### src/rtl/instr_fetch.sv
// ---------------------------------------------------------------------------
// instr_fetch
//   Instruction-fetch stage plus the IF/ID pipeline register.
//   - Owns the fetch PC and drives the instruction-memory address from it.
//   - Latches the fetched word and its PC.
//   - Presents the 11-bit opcode to the control unit.
//   - Resolves B / BLT / CBZ redirects coming back from the resolve stage.
//     A taken redirect flushes the wrong-path IF/ID entry.
//
// Optional build macro:
//   FETCH_PERF_CNT_EN - adds the 32-bit fetch_count and flush_count output
//                       ports and their counters.
//
// Update priority on each clock edge:
//   reset > redirect > stall > normal fetch.
// A redirect wins over a stall so that a taken branch is never lost while
// the hazard unit is holding the front end.
// ---------------------------------------------------------------------------
module instr_fetch #(
  parameter int                    ADDR_WIDTH = 64,
  parameter logic [ADDR_WIDTH-1:0] RESET_PC   = {ADDR_WIDTH{1'b0}}
) (
  input  logic                  clk,
  input  logic                  reset,
  output logic [ADDR_WIDTH-1:0] imem_addr,
  input  logic [31:0]           imem_rdata,
  input  logic                  stall,
  input  logic                  br_valid,
  input  logic                  uncond_br,
  input  logic                  cond_br,
  input  logic                  br_is_cbz,
  input  logic                  flag_zero,
  input  logic                  flag_neg,
  input  logic                  flag_ovf,
  input  logic [ADDR_WIDTH-1:0] br_pc,
  input  logic [25:0]           br_imm,
  output logic [ADDR_WIDTH-1:0] pc,
  output logic [31:0]           if_id_instr,
  output logic [ADDR_WIDTH-1:0] if_id_pc,
  output logic                  if_id_valid,
  output logic [10:0]           opcode,
  output logic                  br_taken
`ifdef FETCH_PERF_CNT_EN
  ,
  output logic [31:0]           fetch_count,
  output logic [31:0]           flush_count
`endif
);

  // Sequential PC increment (one 32-bit instruction).
  localparam logic [ADDR_WIDTH-1:0] PC_STEP = ADDR_WIDTH'(3'd4);

  // Sign-extend the 26-bit B offset to ADDR_WIDTH and scale it to bytes.
  function automatic logic [ADDR_WIDTH-1:0] sext26_x4(input logic [25:0] imm);
    logic [ADDR_WIDTH-1:0] ext;
    ext = {{(ADDR_WIDTH-26){imm[25]}}, imm};
    return {ext[ADDR_WIDTH-3:0], 2'b00};
  endfunction

  // Sign-extend the 19-bit conditional offset to ADDR_WIDTH and scale it.
  function automatic logic [ADDR_WIDTH-1:0] sext19_x4(input logic [18:0] imm);
    logic [ADDR_WIDTH-1:0] ext;
    ext = {{(ADDR_WIDTH-19){imm[18]}}, imm};
    return {ext[ADDR_WIDTH-3:0], 2'b00};
  endfunction

  // Architectural state.
  logic [ADDR_WIDTH-1:0] pc_r;
  logic [ADDR_WIDTH-1:0] if_id_pc_r;
  logic [31:0]           if_id_instr_r;
  logic                  if_id_valid_r;

  // Next-state and decode signals.
  logic [ADDR_WIDTH-1:0] pc_nxt_s;
  logic [ADDR_WIDTH-1:0] if_id_pc_nxt_s;
  logic [31:0]           if_id_instr_nxt_s;
  logic                  if_id_valid_nxt_s;
  logic                  cond_met_s;
  logic                  taken_s;
  logic [ADDR_WIDTH-1:0] imm_off_s;
  logic [ADDR_WIDTH-1:0] target_s;
  logic                  fetch_en_s;

  // Evaluate the branch condition.
  // br_valid gates every other branch input, so garbage on an invalid
  // resolve slot can never redirect the front end.
  always_comb begin
    cond_met_s = 1'b0;
    taken_s    = 1'b0;
    if (br_is_cbz) begin
      cond_met_s = flag_zero;
    end else begin
      cond_met_s = flag_neg ^ flag_ovf;
    end
    if (br_valid) begin
      taken_s = uncond_br | (cond_br & cond_met_s);
    end else begin
      taken_s = 1'b0;
    end
  end

  // Compute the branch target.
  // B uses imm26. BLT and CBZ use imm19; the upper bits of br_imm are ignored
  // for those. The addition wraps modulo 2^ADDR_WIDTH.
  always_comb begin
    imm_off_s = {ADDR_WIDTH{1'b0}};
    if (uncond_br) begin
      imm_off_s = sext26_x4(br_imm);
    end else begin
      imm_off_s = sext19_x4(br_imm[18:0]);
    end
    target_s = br_pc + imm_off_s;
  end

  // Select the next PC and IF/ID contents: redirect, then stall, then fetch.
  // A flush clears the instruction word so that an invalid entry always
  // carries 32'h0. The PC of the flushed entry is left unchanged.
  always_comb begin
    pc_nxt_s          = pc_r;
    if_id_pc_nxt_s    = if_id_pc_r;
    if_id_instr_nxt_s = if_id_instr_r;
    if_id_valid_nxt_s = if_id_valid_r;
    fetch_en_s        = 1'b0;
    if (taken_s) begin
      pc_nxt_s          = target_s;
      if_id_instr_nxt_s = 32'h0000_0000;
      if_id_valid_nxt_s = 1'b0;
    end else if (stall) begin
      pc_nxt_s          = pc_r;
      if_id_pc_nxt_s    = if_id_pc_r;
      if_id_instr_nxt_s = if_id_instr_r;
      if_id_valid_nxt_s = if_id_valid_r;
    end else begin
      fetch_en_s        = 1'b1;
      pc_nxt_s          = pc_r + PC_STEP;
      if_id_pc_nxt_s    = pc_r;
      if_id_instr_nxt_s = imem_rdata;
      if_id_valid_nxt_s = 1'b1;
    end
  end

  // Register the PC and IF/ID state; synchronous reset has top priority.
  always_ff @(posedge clk) begin
    if (reset) begin
      pc_r          <= RESET_PC;
      if_id_pc_r    <= {ADDR_WIDTH{1'b0}};
      if_id_instr_r <= 32'h0000_0000;
      if_id_valid_r <= 1'b0;
    end else begin
      pc_r          <= pc_nxt_s;
      if_id_pc_r    <= if_id_pc_nxt_s;
      if_id_instr_r <= if_id_instr_nxt_s;
      if_id_valid_r <= if_id_valid_nxt_s;
    end
  end

`ifdef FETCH_PERF_CNT_EN
  logic [31:0] fetch_count_r;
  logic [31:0] flush_count_r;

  // Count normal fetches and redirect flushes; stall edges count neither.
  // Both counters wrap at 2^32.
  always_ff @(posedge clk) begin
    if (reset) begin
      fetch_count_r <= 32'h0000_0000;
      flush_count_r <= 32'h0000_0000;
    end else begin
      if (fetch_en_s) begin
        fetch_count_r <= fetch_count_r + 32'h0000_0001;
      end else begin
        fetch_count_r <= fetch_count_r;
      end
      if (taken_s) begin
        flush_count_r <= flush_count_r + 32'h0000_0001;
      end else begin
        flush_count_r <= flush_count_r;
      end
    end
  end

  assign fetch_count = fetch_count_r;
  assign flush_count = flush_count_r;
`endif

  // Output mapping.
  // The memory address follows the registered PC. br_taken is deliberately
  // combinational so that the hazard unit can squash the resolve-side slot
  // in the same cycle.
  assign imem_addr   = pc_r;
  assign pc          = pc_r;
  assign if_id_pc    = if_id_pc_r;
  assign if_id_instr = if_id_instr_r;
  assign if_id_valid = if_id_valid_r;
  assign opcode      = if_id_instr_r[31:21];
  assign br_taken    = taken_s;

endmodule

### config.mk
export PLATFORM = sky130hd
export DESIGN_NAME = instr_fetch
export DESIGN_NICKNAME = d
export VERILOG_FILES = /design/src/rtl/instr_fetch.sv
export SDC_FILE = /design/constraint.sdc
export NUM_CORES = 1
export LEC_CHECK = 0
export BUFFER_PORTS_ARGS = -buffer_cell sky130_fd_sc_hd__buf_4
export CAP_MARGIN = 5
export CORE_MARGIN = 4
export CORE_UTILIZATION = 40
export CTS_CLUSTER_DIAMETER = 30
export DETAILED_ROUTE_END_ITERATION = 6
export HOLD_SLACK_MARGIN = 0.15
export PLACE_DENSITY_LB_ADDON = 0.15
export SLEW_MARGIN = 15
export SYNTH_ARGS = -nofsm -noshare
export SYNTH_HDL_FRONTEND = slang
export SYNTH_SLANG_ARGS = --single-unit
### constraint.sdc
create_clock -name clk -period 11.5 [get_ports clk]
set_clock_uncertainty 0.05 [all_clocks]
set_input_delay 1.725 -clock clk [delete_from_list [all_inputs] [get_ports clk]]
set_output_delay 1.725 -clock clk [all_outputs]
set_load 0.02 [all_outputs]
Word-level counts from Yosys, hierarchy flattened
Cells that the tools add are included.

storage, ports and cells
  flip-flop bits (word level) = 161
  input bits = 132
  output and inout bits = 237

cells by class
  add/sub/neg operators = 2
  equality and inequality tests = 1
  mux-type cells = 5
  bitwise logic cells = 5
  reductions and logical operators = 2

operators by type and width
  cell                     count
  $mux W64                 3
  $add A64 B3 Y64 const B  1
  $add A64 B64 Y64         1
  $mux W1                  2
  $ne A2 B1 Y1 const B     1
  $not A1 Y1               2
  $reduce_and A2 Y1        1
  $reduce_or A2 Y1         1
  $and A1 B1 Y1            1
  $or A1 B1 Y1             1
  $xor A1 B1 Y1            1

Depth between registers and ports, before layout
Gate-level depths: netlist (run 1).

  depth in word-level cells = 7
  gate-level depth with buffers = 16
  gate-level depth less buffers = 14

Worst setup path before layout (run 1)
OpenSTA, ideal clock, no wires.

  path kind = input -> register
  start = input port uncond_br
  end = register pc_r[61] (netlist: imem_addr[61])
  arrival time = 5.370 ns
  path slack = 6.001 ns
  stages = 16
  path buffers = 2
  cell sequence = clkbuf_1 > inv_1 > nand2_1 > nand2_1 > ha_1 > clkbuf_1 > nand2_1 > o21ai_0 > a221o_1 > a21oi_1 > o21a_1 > o211ai_1 > a31oi_2 > o31a_2 > or4_1 > o211ai_1

between the ends
  word-level cells in the longest chain between the ends = 3
  elaborated cells between the ends (all ways) = 6
  those cells by class = add/sub (1); eq/ne (1); mux (3); bitwise (1)

ends and longest elaborated chain
  what                                                RTL line  text
  start, declared                                     29        input logic uncond_br,
  $mux W64 / $or A1 B1 Y1 (equally long branches)     107, 96
  $add A64 B64 Y64 / $mux W1 (equally long branches)  112, 95
  $mux W64 / $ne A2 B1 Y1 (equally long branches)     --
  end signal, assigned                                150       pc_r <= pc_nxt_s;
  end, declared                                       68        logic [ADDR_WIDTH-1:0] pc_r;

Parallel ways exist; a longest one is shown, timed or not.
A chain may end at the register's enable or synchronous reset.

Worst setup path after layout (run 1)
  start = input port uncond_br
  end = register pc_r[63] (netlist: imem_addr[63])

Same word-level chain as after synthesis.

==> reports/metrics.csv, run 1 <==
metric;value;unit
place_congestion;0.923;
cellInternalPower;1.23;mW
ys_seq_area_share;29.5;%
die_y;173;um
timing.final.crit_share;42.0;%
drt_iter0_drc;732;
synthCells;1421;
ys_ff_latch;161;
ant_nets;0;
cp-end-kind;register;
cts_resized;0;
regToRegStartpoint;imem_addr[42];
clkTransAtPathRegs;70;ps
grt_start_max_net_pins;70;
start_util;40.6;%
cts_buffers;17;
io_pins;369;
startpoint_type;input port;
grt_pass1_wl;61000;um
wl;39600;um
pwr-share-seq;34.9;%
htreeDepth;4;
cts_root_buffer;clkbuf_16;
clock_sinks;161;
dp_cells;1985;
first_pass_iters;7;
via_per_inst;5.41;
preCtsSetupSlack;6310;ps
switchingPower;0.677;mW
layout_min_cycle_time;4820;ps
synth_cell_type_count;75;
hold_buffers;0;
port_buffers;368;
fmax;207;MHz
wl_met2;18100;um
hold_viol_final;0;
grt_overflow;0;
grt_usage;25.4;%
synth_top_area_share;29.5;%
critPathRequiredTime;11770;ps
grt_antenna_before_repair;0;
setup_viol;0;
worstPathArrival;5100;ps
rsz0062_at_grt;false;
core;26900;um2
ys.flop_type;dfxtp_1;
crit_fanout;8;
clock_latency;440;ps
cap_violations;0;
utilization;51.9;%
yosysWarnings;0;
grt_pass1_vias;10298;
ir_drop;0.0910;mV
power;1.91;mW
drt-met1-wl;17700;um
setup_slack;6680;ps
worst_pin_slew;1020;ps
tns;0;ps
power_density;137;nW/um2
avgSynthCellArea;7.69;um2
top_layer;met4;
criticalPathCategory;in -> reg;
stdcell_count;2017;
syn_nets;1616;
slew_viol_final;0;
pwr-share-clk;34.0;%
routed-wl-met3;2840;um
min-delay-path-class;reg -> reg;
cp-startpoint;uncond_br;
synth_top_cells_by_area;dfxtp_1 30%, nand2_1 7.8%, ha_1 7.1%;
syn2layout_area_growth;27.8;%
postCtsSetupBuffers;0;
rows;60;
p_sw_share;35.5;%
fp.dieW;173;um
cts_tree;done;
p_leak;6.23;nW
synth_edf_count;0;
layout-drive-gt1-share;25.4;%
comb_power_share;31.1;%
final_nets;1858;
netlist_area;10900;um2
hold_start;if_id_valid;
diodes;0;
status;complete, no violations;
clockBufferDepth;2;
num_vias;10909;
wl_per_cell;19.6;um
dieArea;30000;um2
drc;0;
synth_top_area_cell;dfxtp_1;
async_flop_share;0;%
slew_headroom;32.3;%
dp_hpwl;30700;um
[layout by cell type, fill, tap and decap left out, types with 6 or more instances in the layout]
master / instances
inv_6: 8
o21ai_0: 36
nand4_1: 31
a21o_1: 37
a21oi_1: 150
nor3_1: 26
buf_4: 374
o22ai_1: 7
mux2i_1: 34
and3_1: 17
nor4_1: 7
nand2_1: 228
o21bai_1: 18
o211ai_1: 6
nor2_1: 130
inv_1: 24
dfxtp_1: 161
xor2_1: 46
xnor2_1: 62
and4_1: 8
ha_1: 62
clkbuf_16: 17
o21a_1: 6
a211oi_1: 45
nand3_1: 40
[area by class of cell]
class | instances | area [um2]
fill | 2698 | 12900
timing repair buffer | 374 | 2810
sequential | 161 | 3220
tap | 341 | 427
multi-input combinational | 1084 | 6740
clock inverter | 15 | 240
clock buffer | 17 | 425
inverter | 25 | 93.8
[logic make-up after synthesis]
family / Yosys count / share of synthesized area [%]
AND/OR/NAND/NOR: 524 / 21.8
AO/OA/AOI/OAI: 355 / 20.7
buffers and inverters: 176 / 8.89
flip-flops: 161 / 29.5
XOR/XNOR: 108 / 8.66
adder cells (fa/ha/maj): 63 / 7.29
multiplexers: 34 / 3.12
[routing by layer]
| layer | track usage, % | vias up |
|---|---|---|
| met3 | 5.39 | 46 |
| met4 | 7.72 | 0 |
| met1 | 34.3 | 5035 |
| met5 | 0 | - |
| li1 | - | 5435 |
| met2 | 40.9 | 393 |
[power groups by stage]
stage                     logic (mW)  clock network (mW)  registers [mW]
after floorplan                0.357                   0           0.694
after global placement         0.590                   0           0.676
after global routing           0.646               0.678           0.671
after detailed placement       0.590                   0           0.677
after CTS                      0.593               0.661           0.665
final                          0.594               0.650           0.666
[cell usage after synthesis, types with 2 or more instances]
cell type	n
inv_1	24
dfxtp_1	161
o21a_1	6
a21boi_0	4
nand3_1	40
buf_6	3
o2bb2ai_1	2
or3_1	4
a21o_1	37
mux2i_1	34
a221o_1	3
a2111oi_0	3
nor4_1	7
o211ai_1	6
o2111a_1	2
buf_4	75
o221ai_1	2
and3_1	17
o21ai_0	36
nand4b_1	2
xnor2_1	62
nand4_1	31
o22ai_1	7
and4_1	8
a31oi_2	2
o21bai_1	18
a221oi_1	3
clkbuf_1	66
buf_1	6
xor2_1	46
nand2b_1	6
nand2_1	228
nor2_1	131
nor3_1	26
ha_1	62
and2_1	5
or4_1	4
a21oi_1	150
o21ai_1	3
a211oi_1	45
nor2b_1	3
o2111ai_1	2
a31oi_1	3
o31ai_1	5
[registers in the layout (all words and copies together) (netlist names)]
signal / count
if_id_pc: 64
if_id_valid: 1
imem_addr: 64
if_id_instr: 32
[worst max-delay path, cell delays in order]
cell and delay, ps:
buf_4 120, inv_1 50, nand2_1 160, nand2_1 90
ha_1 370, a21oi_1 240, o21ai_0 180, a2111oi_0 500
o211ai_1 330, and3_1 250, nor3_1 380, nor3_1 90
nand2b_1 170, mux2i_1 130, a2111oi_0 330
[path summary, 6_finish.rpt]
kind,to,slack (ps),cells after the start
hold / removal,if_id_valid,400,2
hold reg to reg,if_id_valid,400,2
setup reg to reg,imem_addr[60],8110,10
setup / recovery,imem_addr[63],6680,15
[through the flow]
step / hold WS [ps] / instance area (um2)
floorplan: 472 / 10900
global placement: 385 / 13300
CTS: 406 / 14000
detailed placement: 396 / 13300
global route: 423 / 14000
finish: 403 / 14000
No activity file was read; power rests on OpenSTA's default activity.
==> run 2: changes to the inputs <==
==> constraint.sdc (replaced) <==
create_clock -name clk -period 4.02 [get_ports clk]
set_clock_uncertainty 0.05 [all_clocks]
set_input_delay 0.603 -clock clk [delete_from_list [all_inputs] [get_ports clk]]
set_output_delay 0.603 -clock clk [all_outputs]
set_load 0.02 [all_outputs]
==> reports/metrics.csv, run 2 (same netlist as run 1, synthesis figures left out) <==
metric;value;unit;change
status;complete, no violations;;unchanged
startpoint_type;input port;;unchanged
ff2ff_setup_slack;580;ps;was 8110 ps
port_buffers;368;;unchanged
grt_overflow;0;;unchanged
slew_headroom;50.8;%;was 32.3%
start_util;40.6;%;unchanged
grt_pass1_vias;10477;;was 10298
hold_buffers;0;;unchanged
final_common_cell;buf_4;;unchanged
crit_buf_inv;2;;unchanged
power_density;379;nW/um2;was 137 nW/um2
grt_usage;25.4;%;about the same
p_leak;6.37;nW;was 6.23 nW
rows;60;;unchanged
max_stage_delay;470;ps;was 500 ps
grt_start_max_net_pins;55;;was 70
worstPathArrival;3850;ps;was 5100 ps
first_pass_iters;5;;was 7
clkTransAtPathRegs;70;ps;about the same
clockBufferDepth;2;;unchanged
cts_root_buffer;clkbuf_16;;unchanged
drc;0;;unchanged
power;5.39;mW;was 1.91 mW
slowest_stage;a2111oi_0;;unchanged
register_area;3220;um2;unchanged
dpl_cell_area;13600;um2;was 13300 um2
wl;40100;um;was 39600 um
die_y;173;um;unchanged
setup_viol;0;;unchanged
clock_latency;430;ps;was 440 ps
ir_drop;0.177;mV;was 0.0910 mV
crit_fanout;4;;was 8
cts_tree;done;;unchanged
cp_common_cell;buf_4;;
layout_min_cycle_time;3620;ps;
fp.dieW;173;um;unchanged
worst_r2r_endpoint;imem_addr[60];;unchanged
rsz0062_at_grt;false;;unchanged
critPathRequiredTime;4240;ps;was 11770 ps
worst_pin_slew;732;ps;was 1020 ps
fmax;276;MHz;
timing.final.crit_share;90.1;%;
clock_sinks;161;;unchanged
final_nets;1892;;was 1858
layout-drive-gt1-share;26.9;%;was 25.4%
grt_antenna_before_repair;0;;unchanged
cp_cell_sequence;buf_4 -> ha_1 -> fa_1 -> a211oi_1 -> o21bai_1 -> a221oi_2 -> buf_4 -> o21ai_1 -> o2bb2ai_1 -> a31oi_2 -> nor4_1 -> o21ai_0 -> nor3_1 -> a2111oi_0;;was buf_4 -> inv_1 -> nand2_1 -> nand2_1 -> ha_1 -> a21oi_1 -> o21ai_0 -> a2111oi_0 -> o211ai_1 -> and3_1 -> nor3_1 -> nor3_1 -> nand2b_1 -> mux2i_1 -> a2111oi_0
path_depth;14;;was 15
cap_violations;0;;unchanged
dieArea;30000;um2;unchanged
whs_endpoint;if_id_instr[2];;was if_id_valid
slew_viol_final;0;;unchanged
min-delay-path-class;in -> reg;;was reg -> reg
wl_per_cell;19.6;um;about the same
dp_cells;2019;;was 1985
syn2layout_area_growth;30.0;%;was 27.8%
post-route-cell-area;14200;um2;was 14000 um2
htreeDepth;4;;unchanged
drt_iter0_drc;741;;was 732
cts_resized;0;;unchanged
num_vias;11153;;was 10909
ant_nets;0;;unchanged
io_pins;369;;unchanged
cp-end-kind;register;;unchanged
hold_start;imem_rdata[2];;was if_id_valid
diodes;0;;unchanged
hold_viol_final;0;;unchanged
dp_hpwl;31700;um;was 30700 um
stdcell_count;2051;;was 2017
cts_buffers;17;;unchanged
via_per_inst;5.44;;was 5.41
path_delay_family;compound AO/OA/AOI/OAI gates;;unchanged
place_congestion;0.946;;was 0.923
grt_pass1_wl;61500;um;was 61000 um
nFillCells;2613;;was 2698
postCtsSetupBuffers;0;;unchanged
regToRegStartpoint;imem_addr[9];;was imem_addr[42]
criticalPathCategory;in -> reg;;unchanged
reg2reg_depth;10;;unchanged
most-common-layout-cells;407 x buf_4, 227 x nand2_1, 161 x dfxtp_1;;was 374 x buf_4, 228 x nand2_1, 161 x dfxtp_1
core;26900;um2;unchanged
worstHoldPathCells;3;;was 2
multi_input_area;6750;um2;was 6740 um2
-- run 2: cell count changes in the layout (fill, tap and decap cells not counted), sizes merged --
cell	delta
clkbuf	+2
buf	+34
clkinv	+2
inv	-5
bufinv	-2
clkinvlp	+3
-- run 2: cell type report --
type | count | area share [%]
tap | 341 | 3.01
multi-input combinational | 1084 | 47.5
inverter | 25 | 0.661
sequential | 161 | 22.7
clock inverter | 13 | 1.23
clock buffer | 19 | 3.19
timing repair buffer | 408 | 21.7
-- run 2: stage by stage --
stage	TNS (ps)	worst slack, ps	utilization, %	hold WS (ps)
4_1_cts	0	417	52.8	337
2_1_floorplan	0	173	-	472
5_1_grt	0	107	52.8	342
6_report	0	399	52.8	350
3_5_place_dp	-21.6	-21.6	50.5	391
3_3_place_gp	0	87.5	50.5	385
-- run 2: tightest hold or removal path, stage by stage --
cell and delay (ps):
buf_4 80, mux2i_1 50, nor2_1 70
-- run 2: routing by layer --
metal | share of wire (%) | up-vias | track usage (%) | routed length (um)
met1 | 44 | 5200 | 33.9 | 17600
met4 | 2.0 | 0 | 6.22 | 799
met3 | 7.1 | 35 | 5.82 | 2850
met2 | 47 | 421 | 42.1 | 18900
li1 | - | 5497 | - | -
met5 | 0 | - | 0 | 0
-- run 2: worst max-delay path by stage --
| stage | startpoint | to | slack, ps |
|---|---|---|---|
| floorplan | uncond_br | imem_addr[61] | 170 |
| global route | uncond_br | imem_addr[60] | 110 |
| global placement | br_pc[2] | imem_addr[60] | 90 |
| detailed placement | uncond_br | imem_addr[60] | -20 |
| finish | br_pc[2] | imem_addr[60] | 400 |
| CTS | uncond_br | imem_addr[60] | 420 |
-- run 2: power breakdown --
| part | switching [mW] | internal (mW) |
|---|---|---|
| clock network | 0.699 | 1.02 |
| logic | 1.04 | 0.739 |
| registers | 0.185 | 1.70 |
==> run 3: changes to the inputs <==
--- a/config.mk
+++ b/config.mk
@@ -5,14 +5,14 @@
 export SDC_FILE = /design/constraint.sdc
 export NUM_CORES = 1
 export LEC_CHECK = 0
-export BUFFER_PORTS_ARGS = -buffer_cell sky130_fd_sc_hd__buf_4
 export CAP_MARGIN = 5
 export CORE_MARGIN = 4
 export CORE_UTILIZATION = 40
 export CTS_CLUSTER_DIAMETER = 30
 export DETAILED_ROUTE_END_ITERATION = 6
+export DONT_BUFFER_PORTS = 1
 export HOLD_SLACK_MARGIN = 0.15
-export PLACE_DENSITY_LB_ADDON = 0.15
+export PLACE_DENSITY = 0.61
 export SLEW_MARGIN = 15
 export SYNTH_ARGS = -nofsm -noshare
 export SYNTH_HDL_FRONTEND = slang
==> constraint.sdc (replaced) <==
create_clock -name clk -period 4.5 [get_ports clk]
set_clock_uncertainty 0.05 [all_clocks]
set_input_delay 0.675 -clock clk [delete_from_list [all_inputs] [get_ports clk]]
set_output_delay 0.675 -clock clk [all_outputs]
set_load 0.02 [all_outputs]
==> reports/metrics.csv, run 3 (same netlist as run 1, synthesis figures left out) <==
metric;value;unit;change
status;complete, no violations;;unchanged
pwr-share-seq;40.0;%;was 35.1%
diodes;0;;unchanged
setup_viol;0;;unchanged
via_per_inst;5.81;;was 5.44
grt_start_max_net_pins;126;;was 55
cp-end-kind;register;;unchanged
clock_sinks;161;;unchanged
num_vias;9800;;was 11153
fmax;272;MHz;
final_common_cell;nand2_1;;was buf_4
slew_headroom;34.4;%;was 50.8%
grt_overflow;0;;unchanged
wl;37100;um;was 40100 um
cap_violations;0;;unchanged
clock_latency;430;ps;about the same
criticalPathCategory;in -> reg;;unchanged
regToRegStartpoint;imem_addr[42];;was imem_addr[9]
final_nets;1530;;was 1892
preCtsSetupSlack;391;ps;was -21.6 ps
reg2reg_depth;11;;was 10
critPathRequiredTime;4830;ps;was 4240 ps
first_pass_iters;5;;unchanged
p_leak;4.51;nW;was 6.37 nW
ir_drop;0.206;mV;was 0.177 mV
drt_iter0_drc;797;;was 741
worst_pin_slew;984;ps;was 732 ps
comb_power_share;26.2;%;was 33.0%
layout-drive-gt1-share;7.13;%;was 26.9%
rsz0062_at_grt;false;;unchanged
most-common-layout-cells;228 x nand2_1, 161 x dfxtp_1, 150 x a21oi_1;;was 407 x buf_4, 227 x nand2_1, 161 x dfxtp_1
start_util;40.6;%;unchanged
clockBufferDepth;2;;unchanged
place_congestion;0.920;;was 0.946
hold_viol_final;0;;unchanged
slew_viol_final;0;;unchanged
grt_usage;23.7;%;was 25.4%
hold_buffers;0;;unchanged
dpl_cell_area;10800;um2;was 13600 um2
rows;60;;unchanged
fp.dieW;173;um;unchanged
pwr-share-clk;33.9;%;was 32.0%
ff2ff_setup_slack;1080;ps;was 580 ps
grt_antenna_before_repair;0;;unchanged
cts_tree;done;;unchanged
grt_pass1_wl;56400;um;was 61500 um
layout_min_cycle_time;3670;ps;
drc;0;;unchanged
io_pins;369;;unchanged
grt_pass1_vias;9012;;was 10477
post-route-cell-area;11400;um2;was 14200 um2
core;26900;um2;unchanged
dp_hpwl;28400;um;was 31700 um
crit_fanout;16;;was 4
p_sw_share;37.3;%;was 35.7%
power;4.41;mW;was 5.39 mW
worstPathArrival;4000;ps;was 3850 ps
switchingPower;1.64;mW;was 1.92 mW
cts_resized;0;;unchanged
timing.final.crit_share;81.6;%;
port_buffers;0;;was 368
die_y;173;um;unchanged
cp-startpoint;uncond_br;;was br_pc[2]
worst_r2r_endpoint;imem_addr[60];;unchanged
cellInternalPower;2.77;mW;was 3.47 mW
clkTransAtPathRegs;70;ps;about the same
power_density;386;nW/um2;was 379 nW/um2
htreeDepth;4;;unchanged
tns;0;ps;unchanged
wl_per_cell;22.0;um;was 19.6 um
dieArea;30000;um2;unchanged
cts_root_buffer;clkbuf_16;;unchanged
postCtsSetupBuffers;0;;unchanged
min-delay-path-class;in -> reg;;unchanged
setup_slack;828;ps;was 399 ps
cp-endpoint;imem_addr[62];;was imem_addr[60]
ant_nets;0;;unchanged
cts_buffers;17;;unchanged
syn2layout_area_growth;4.75;%;was 30.0%
startpoint_type;input port;;unchanged
[run 3: worst max-delay path, stage by stage]
cell       delay, ps
inv_1             30
nand2_1          150
nand2_1          420
ha_1             630
a21o_1           170
a21o_1           110
a21oi_1          100
a21boi_0         250
o2111a_1         210
o31ai_1          100
o2bb2ai_1        230
o31a_1           360
or4_1            470
nand3_1           90
[run 3: routing by layer]
layer	GRT usage, %	vias to the layer above	routed length, um
met5	0	-	0
met4	7.68	0	984
met3	7.48	39	3450
met2	36.8	433	16500
met1	31.4	4551	16200
li1	-	4777	-
[run 3: how the worst min path moves through the flow]
| stage | start | to | slack [ps] | cells past startpoint |
|---|---|---|---|---|
| floorplan | if_id_valid | if_id_valid | 470 | 2 |
| global placement | if_id_valid | if_id_valid | 490 | 2 |
| detailed placement | if_id_valid | if_id_valid | 490 | 2 |
| CTS | reset | imem_addr[56] | 260 | 1 |
| global route | reset | imem_addr[56] | 250 | 1 |
| finish | reset | imem_addr[56] | 280 | 1 |
[run 3: layout make-up]
class                   count  area [um2]
clock buffers              17         425
inverters                  25        93.8
flip-flops and latches    161        3220
multi-input cells        1084        6740
well taps                 341         427
fillers                  2733       15400
clock inverters            14         174
repair buffers             46         358
[run 3: power by group through the flow]
stage / logic (mW) / registers [mW] / clock network [mW]
after floorplan: 0.912 / 1.77 / 0
after global placement: 1.14 / 1.79 / 0
after detailed placement: 1.14 / 1.79 / 0
after CTS: 1.15 / 1.76 / 1.52
after global routing: 1.27 / 1.77 / 1.57
final: 1.15 / 1.76 / 1.49
[run 3: stage by stage]
step | hold slack, ps | std cells | utilization (%)
3_3_place_gp | 486 | 1657 | 40.3
5_1_grt | 248 | 1688 | 42.6
6_report | 277 | 1688 | 42.6
2_1_floorplan | 472 | 1421 | -
4_1_cts | 260 | 1688 | 42.6
3_5_place_dp | 490 | 1657 | 40.3
